### config.mk
export PLATFORM = sky130hd
export DESIGN_NAME = axis_rr_arbiter
export DESIGN_NICKNAME = d
export VERILOG_FILES = /design/src/rtl/axis_rr_arbiter.sv
export SDC_FILE = /design/constraint.sdc
export NUM_CORES = 1
export LEC_CHECK = 0
export BUFFER_PORTS_ARGS = -buffer_cell sky130_fd_sc_hd__buf_2
export CORE_MARGIN = 10
export CORE_UTILIZATION = 39
export CTS_BUF_LIST = sky130_fd_sc_hd__clkbuf_8
export CTS_CLUSTER_SIZE = 24
export DETAILED_ROUTE_END_ITERATION = 8
export PLACE_DENSITY = 0.91
export SETUP_SLACK_MARGIN = 0.02
export SYNTH_ARGS = -nofsm -noshare
export SYNTH_HDL_FRONTEND = slang
export SYNTH_SLANG_ARGS = --single-unit
### constraint.sdc
create_clock -name s_axis_clk -period 2.35 [get_ports s_axis_clk]
set_clock_uncertainty 0.05 [all_clocks]
set_input_delay 0.47 -clock s_axis_clk [delete_from_list [all_inputs] [get_ports s_axis_clk]]
set_output_delay 0.47 -clock s_axis_clk [all_outputs]
set_load 0.02 [all_outputs]
### src/rtl/axis_rr_arbiter.sv
// Round-robin AXI-Stream packet arbiter.
// Merges NUM_PORTS slave streams into one master stream feeding a shared FIFO.
// A port keeps the output for a whole packet. Data passes straight through
// with no register stage. One IDLE cycle always separates two packets.
module axis_rr_arbiter #(
   parameter int NUM_PORTS  = 4,
   parameter int DATA_WIDTH = 32
) (
   input  logic                            s_axis_clk,
   input  logic                            s_axis_reset,
   input  logic [NUM_PORTS-1:0]            s_axis_tvalid,
   input  logic [NUM_PORTS-1:0]            s_axis_tlast,
   input  logic [NUM_PORTS*DATA_WIDTH-1:0] s_axis_tdata,
   output logic [NUM_PORTS-1:0]            s_axis_tready,
   output logic                            m_axis_tvalid,
   output logic                            m_axis_tlast,
   output logic [DATA_WIDTH-1:0]           m_axis_tdata,
   input  logic                            m_axis_tready,
   output logic [NUM_PORTS-1:0]            grant_o,
   output logic                            busy_o,
   output logic [15:0]                     pkt_count_o
);

   localparam int IDX_W = (NUM_PORTS > 1) ? $clog2(NUM_PORTS) : 1;

   typedef enum logic {
      IDLE = 1'b0,
      PASS = 1'b1
   } state_t;

   state_t                 state_q;
   logic [NUM_PORTS-1:0]   grant_q;
   logic [IDX_W-1:0]       owner_q;
   logic [IDX_W-1:0]       last_grant_q;
   logic [15:0]            pkt_count_q;

   logic [IDX_W:0]         rr_sel;
   logic                   own_valid;
   logic                   own_last;
   logic [DATA_WIDTH-1:0]  own_data;
   logic                   pass_active;
   logic                   beat_xfer;
   logic                   pkt_done;

   // Round-robin search: first requester strictly after 'last', wrapping.
   // Returns {found, index}.
   function automatic logic [IDX_W:0] rr_pick(input logic [NUM_PORTS-1:0] req,
                                              input logic [IDX_W-1:0]     last);
      logic [IDX_W:0]   res;
      logic [IDX_W-1:0] idx;
      int               cand;
      res = '0;
      for (int k = 1; k <= NUM_PORTS; k++) begin
         cand = (int'(last) + k) % NUM_PORTS;
         idx  = IDX_W'(cand);
         if (!res[IDX_W] && req[idx]) begin
            res = {1'b1, idx};
         end
      end
      return res;
   endfunction

   assign pass_active = (state_q == PASS);
   assign rr_sel      = rr_pick(s_axis_tvalid, last_grant_q);

   // Select the locked owner's stream with constant-index slices
   always_comb begin
      own_valid = 1'b0;
      own_last  = 1'b0;
      own_data  = '0;
      for (int i = 0; i < NUM_PORTS; i++) begin
         if (owner_q == IDX_W'(i)) begin
            own_valid = s_axis_tvalid[i];
            own_last  = s_axis_tlast[i];
            own_data  = s_axis_tdata[i*DATA_WIDTH +: DATA_WIDTH];
         end
      end
   end

   // Pass-through toward the FIFO; data forced to zero when not valid
   always_comb begin
      m_axis_tvalid = pass_active & own_valid;
      m_axis_tlast  = pass_active & own_last;
      m_axis_tdata  = m_axis_tvalid ? own_data : '0;
      s_axis_tready = '0;
      for (int i = 0; i < NUM_PORTS; i++) begin
         if (pass_active && (owner_q == IDX_W'(i))) begin
            s_axis_tready[i] = m_axis_tready;
         end
      end
   end

   assign beat_xfer = m_axis_tvalid & m_axis_tready;
   assign pkt_done  = beat_xfer & m_axis_tlast;

   // Arbitration FSM: grant in IDLE, hold the lock in PASS until tlast transfers
   always_ff @(posedge s_axis_clk) begin
      if (s_axis_reset) begin
         state_q      <= IDLE;
         grant_q      <= '0;
         owner_q      <= '0;
         last_grant_q <= IDX_W'(NUM_PORTS - 1);
         pkt_count_q  <= '0;
      end else begin
         pkt_count_q <= pkt_count_q + 16'(pkt_done);
         case (state_q)
            IDLE: begin
               if (rr_sel[IDX_W]) begin
                  state_q <= PASS;
                  owner_q <= rr_sel[IDX_W-1:0];
                  grant_q <= NUM_PORTS'(1) << rr_sel[IDX_W-1:0];
               end
            end
            PASS: begin
               if (pkt_done) begin
                  state_q      <= IDLE;
                  grant_q      <= '0;
                  last_grant_q <= owner_q;
               end
            end
            default: begin
               state_q <= IDLE;
               grant_q <= '0;
            end
         endcase
      end
   end

   assign grant_o     = grant_q;
   assign busy_o      = pass_active;
   assign pkt_count_o = pkt_count_q;

endmodule

# == Word-level counts from Yosys, hierarchy flattened ==
# Cells that the tools add are included.
# totals
register_bits,25
in_bits,139
output_inout_bits,59
wordCells,74
# classes
addsub,5
n_lt_le_gt_ge,4
n_eq_ne,5
shift,1
mux,35
bitwise_logic,5
n_reduce_logical,14
# op_table
op,n
$mux 32,5
$mux 1,18
$add 16x1->16,1
$lt 2x3->1 const B,4
$mux 3,4
$bmux 1 s2,4
$mux 4,2
$pmux 4 s2,1
$logic_and 1x1->1,7
$reduce_and 2->1,3
$add 2x1->2 const B,2
$add 2x2->2 const B,2
$and 1x1->1,4
$eq 2x2->1 const B,2
$shl 1x2->4 const A,1
$logic_not 1->1,3
$eq 2x1->1 const B,1
$logic_not 2->1,1
$ne 2x1->1 const B,1
$ne 2x2->1 const B,1
$pmux 1 s2,1
$not 1->1,1

# == Longest topological paths before layout ==
# depth
depth_word,16
mapped_depth,11
mapped_depth_nobuf,10

# == Worst setup path before layout ==
# No wires, ideal clock.
# synth_timing
path_type,register to register
start,reg state_q (netlist: busy_o)
end,reg pkt_count_q[14] (netlist: pkt_count_o[14])
setup_ns,0.128
t_arrival_ns,2.010
required_ns,2.172
slack_ns,0.162
path_stages_with_launch,11
n_path_buf,0
period_less_slack_ns,2.188
cell_sequence,dfxtp_1 > nand3b_1 > o22ai_2 > nand2_1 > inv_1 > ha_1 > ha_1 > nand2_1 > nor4_1 > xnor2_1 > nor2_1
# synth_between
elab_chain_cells,4
elab_cells_between_ends,5
classes_between,1 x add/sub; 4 x bitwise
# synth_lines
item,line_no,text
from (decl),31,state_t state_q;
from (signal assigned),99,state_q <= IDLE;
from (signal assigned),109,state_q <= PASS;
from (signal assigned),116,state_q <= IDLE;
$and 1x1->1,82,m_axis_tvalid = pass_active & own_valid;
$and 1x1->1,93,assign beat_xfer = m_axis_tvalid & m_axis_tready;
$and 1x1->1 *,94,assign pkt_done = beat_xfer & m_axis_tlast;
$add 16x1->16 *,105,pkt_count_q <= pkt_count_q + 16'(pkt_done);
to (signal assigned),105,
to (decl),35,logic [15:0] pkt_count_q;
# Mark *: on every way between the ends. The rest lies on a longest branch, timed or not.
# A chain may end at the register's enable or synchronous reset.

# == Worst setup path in the final report ==
# layout_timing
start,reg owner_q[1]
end,out m_axis_tdata[13]
# layout_between
elab_chain_cells,7
elab_cells_between_ends,14
classes_between,3 x eq/ne; 9 x mux; 1 x bitwise; 1 x reduce/logical
# layout_lines
item,line_no,text
from (decl),33,logic [IDX_W-1:0] owner_q;
from (signal assigned),110,owner_q <= rr_sel[IDX_W-1:0];
$logic_not 2->1,72,if (owner_q == IDX_W'(i)) begin
$mux 1 (4 in a row),72,
$and 1x1->1,82,
$mux 32 *,84,m_axis_tdata = m_axis_tvalid ? own_data : '0;
to (decl),17,"output logic [DATA_WIDTH-1:0] m_axis_tdata,"
# Marked as above.

==> results.json <==
{
  "grt_max_degree": 36,
  "syn_nets": 360,
  "most-common-layout-cells": "189 x buf_2, 33 x mux4_2, 30 x and3_1",
  "startpoint": "owner_q[1]",
  "drt-initial-drc-count": 118,
  "synth_area_leaders": "mux4_2 34%, dfxtp_1 23%, and3_1 9.7%",
  "fmax_mhz": 437,
  "busiest_layer": "met2",
  "start_util_pct": 40.1,
  "clock_path_buffers": 2,
  "rows": 27,
  "grt_pass1_wl_um": 14300,
  "ant_nets": 0,
  "fin_crit_sh_pct": 97.4,
  "yosys_warnings": 0,
  "synth-seq-cells": 25,
  "required_ns": 1.83,
  "grt_overflow": 0,
  "yosysUniqueCellTypes": 36,
  "gr-usage-all-layers_pct": 19.8,
  "final_util_pct": 63.6,
  "cts-root-buf": "clkbuf_8",
  "num-fill-cells": 451,
  "drt-vias-per-instance": 5.49,
  "status": "finished clean",
  "final-max-slew-violation-count": 0,
  "io_pins": 198,
  "layout.nets": 558,
  "ctsHtreeMaxLevel": 1,
  "cp.arrival_ns": 1.77,
  "vias": 2706,
  "dr.pass1.iters": 4,
  "cts_hold_buf": 0,
  "hold_violations": 0,
  "leakagePower_nw": 1.75,
  "post_drt_wl_per_cell_um": 21.0,
  "cp_max_fo": 35,
  "min_period_ns": 2.29,
  "worstReg2RegStart": "owner_q[1]",
  "hpwlAfterDp_um": 8570,
  "clockPowerShare_pct": 16.4,
  "fp.dieArea_um2": 9040,
  "endpoint_kind": "output pin",
  "hold_ws_ns": 0.427,
  "antenna_found_initial": 5,
  "slew_headroom_pct": 61.8,
  "clk_latency_ns": 0.26,
  "synth.cell_area_um2": 2200,
  "max_cap_violations": 0,
  "cts_made_buffers": 3,
  "setup_viol": 0,
  "internal-power_mw": 0.973,
  "tightest_slew_ns": 0.566,
  "syn_inst": 219,
  "syn_to_final_growth_pct": 58.5,
  "layout-drive-gt1-share_pct": 63.7,
  "avgSynthCellArea_um2": 10.0,
  "clkSinkCount": 25,
  "ys_seq_area_share_pct": 22.8,
  "place.gp.congestion": 1.04,
  "gr-usage-met3_pct": 5.34,
  "ir_worst_vdd_uv": 402,
  "use_met1_pct": 21.1,
  "synth_top_area_cell": "mux4_2",
  "p_sw_mw": 0.542,
  "hold_class": "flip-flop to flip-flop",
  "rsz0062_at_grt": "true",
  "grt.met2_usage_pct": 35.8,
  "core_um2": 5470,
  "synth_top_area_share_pct": 33.8,
  "final_common_cell": "buf_2",
  "seqPwrFrac_pct": 30.9,
  "route.detailed.drc": 0,
  "grt_pass1_vias": 2632,
  "clk_pin_slew_ns": 0.09,
  "io_buffer_count": 197,
  "p_per_area_nw_per_um2": 435,
  "p_sw_share_pct": 35.8,
  "cp-start-kind": "flip-flop",
  "min_from": "grant_o[3]",
  "die_w_um": 95.1,
  "pwr-share-comb_pct": 52.7,
  "drt_wl_total_um": 10400,
  "cts_tree": "yes",
  "die_y_um": 95.1,
  "critical_path_class": "flip-flop to output pin"
}
## cell families after synthesis
logic type                 count (synthesis)  share of synthesized area (%)
AOI/OAI and AO/OA                         23                           7.80
xor gates and xnor gates                  10                           3.99
adders and majority gates                  2                           1.14
buffers and inverters                     23                           4.67
DFF                                       25                           22.8
muxes                                     36                           35.2
and+or+nand+nor                          100                           24.4
## sequential cells by signal, summed over array words and instances (netlist names)
register	cells
busy_o	1
grant_o	4
owner_q	2
last_grant_q	2
pkt_count_o	16
## critical path, stage by stage, from the launching register on
cell	delay, ns
dfxtp_4	0.39
mux4_2	0.56
buf_8	0.20
and3_1	0.19
buf_2	0.16
## layer usage
layer / routed length, µm / vias to the layer above
met5: 0 / -
met4: 353 / 0
met3: 1030 / 30
met2: 5520 / 147
met1: 3480 / 1285
li1: - / 1244
## synthesized netlist by cell type
cell and number:
a32o_1 2, nand2b_1 3, inv_1 6, nor2b_1 4, a31o_2 1, dfxtp_1 25, clkbuf_1 9, mux2i_1 3
and2_1 1, xor2_1 2, xnor2_1 8, nor4_1 4, buf_6 1, o311ai_0 1, nand2_1 11, o21ai_0 5
a21oi_1 5, nand3_1 7, a211oi_2 1, nand4_1 3, o22a_1 1, nor2_1 23, a311oi_1 1, buf_2 7
and3_1 34, nand4_2 1, nand3b_1 1, mux4_2 33, or3_1 3, a211o_1 1, or3b_1 1, ha_1 2
nor3_1 4, o2bb2ai_1 2, a21o_1 2, o22ai_2 1
## repair_timing
action                     4_1_cts  5_1_grt
hold endpoints to repair         0        0
pin swaps                        0        2
setup buffers                    0        1
gates resized for setup          7       29
setup endpoints to repair       33       39
gates cloned                     0        0
## power groups by stage
stage / clock [mW] / sequential (mW) / combinational, mW
floorplan: 0 / 0.475 / 0.481
global placement: 0 / 0.475 / 0.740
detailed placement: 0 / 0.475 / 0.755
CTS: 0.253 / 0.467 / 0.766
global route: 0.272 / 0.472 / 0.858
finish: 0.248 / 0.468 / 0.799
## final cells by class
type                    count  area (µm²)  share of cell area (%)
inverters                   6        22.5                   0.647
clock inverters             1        5.00                   0.144
clock buffers               3        41.3                    1.19
diodes                      5        12.5                   0.359
well taps                  72        90.1                    2.59
flip-flops and latches     25         509                    14.6
repair buffers            210        1140                    32.8
multi-input cells         171        1660                    47.7
## path summary, 6_finish.rpt
path | to | slack [ns] | depth (start not counted)
worst max-delay path | m_axis_tdata[13] | 0.06 | 4
worst min-delay path | grant_o[3] | 0.43 | 1
worst max register to register | pkt_count_o[14] | 0.14 | 10
worst min register to register | grant_o[3] | 0.43 | 1
## through the flow
step,setup TNS (ns),cell area [µm²],setup slack (ns),instances,power (mW)
floorplan,0,2200,0.162,219,0.956
global placement,0,3280,0.0881,483,1.21
detailed placement,0,3280,0.0516,483,1.23
CTS,0,3350,0.0322,487,1.49
global route,-0.0702,3480,-0.0282,493,1.60
finish,0,3480,0.0613,493,1.52
No activity file was read; power rests on OpenSTA's default activity.
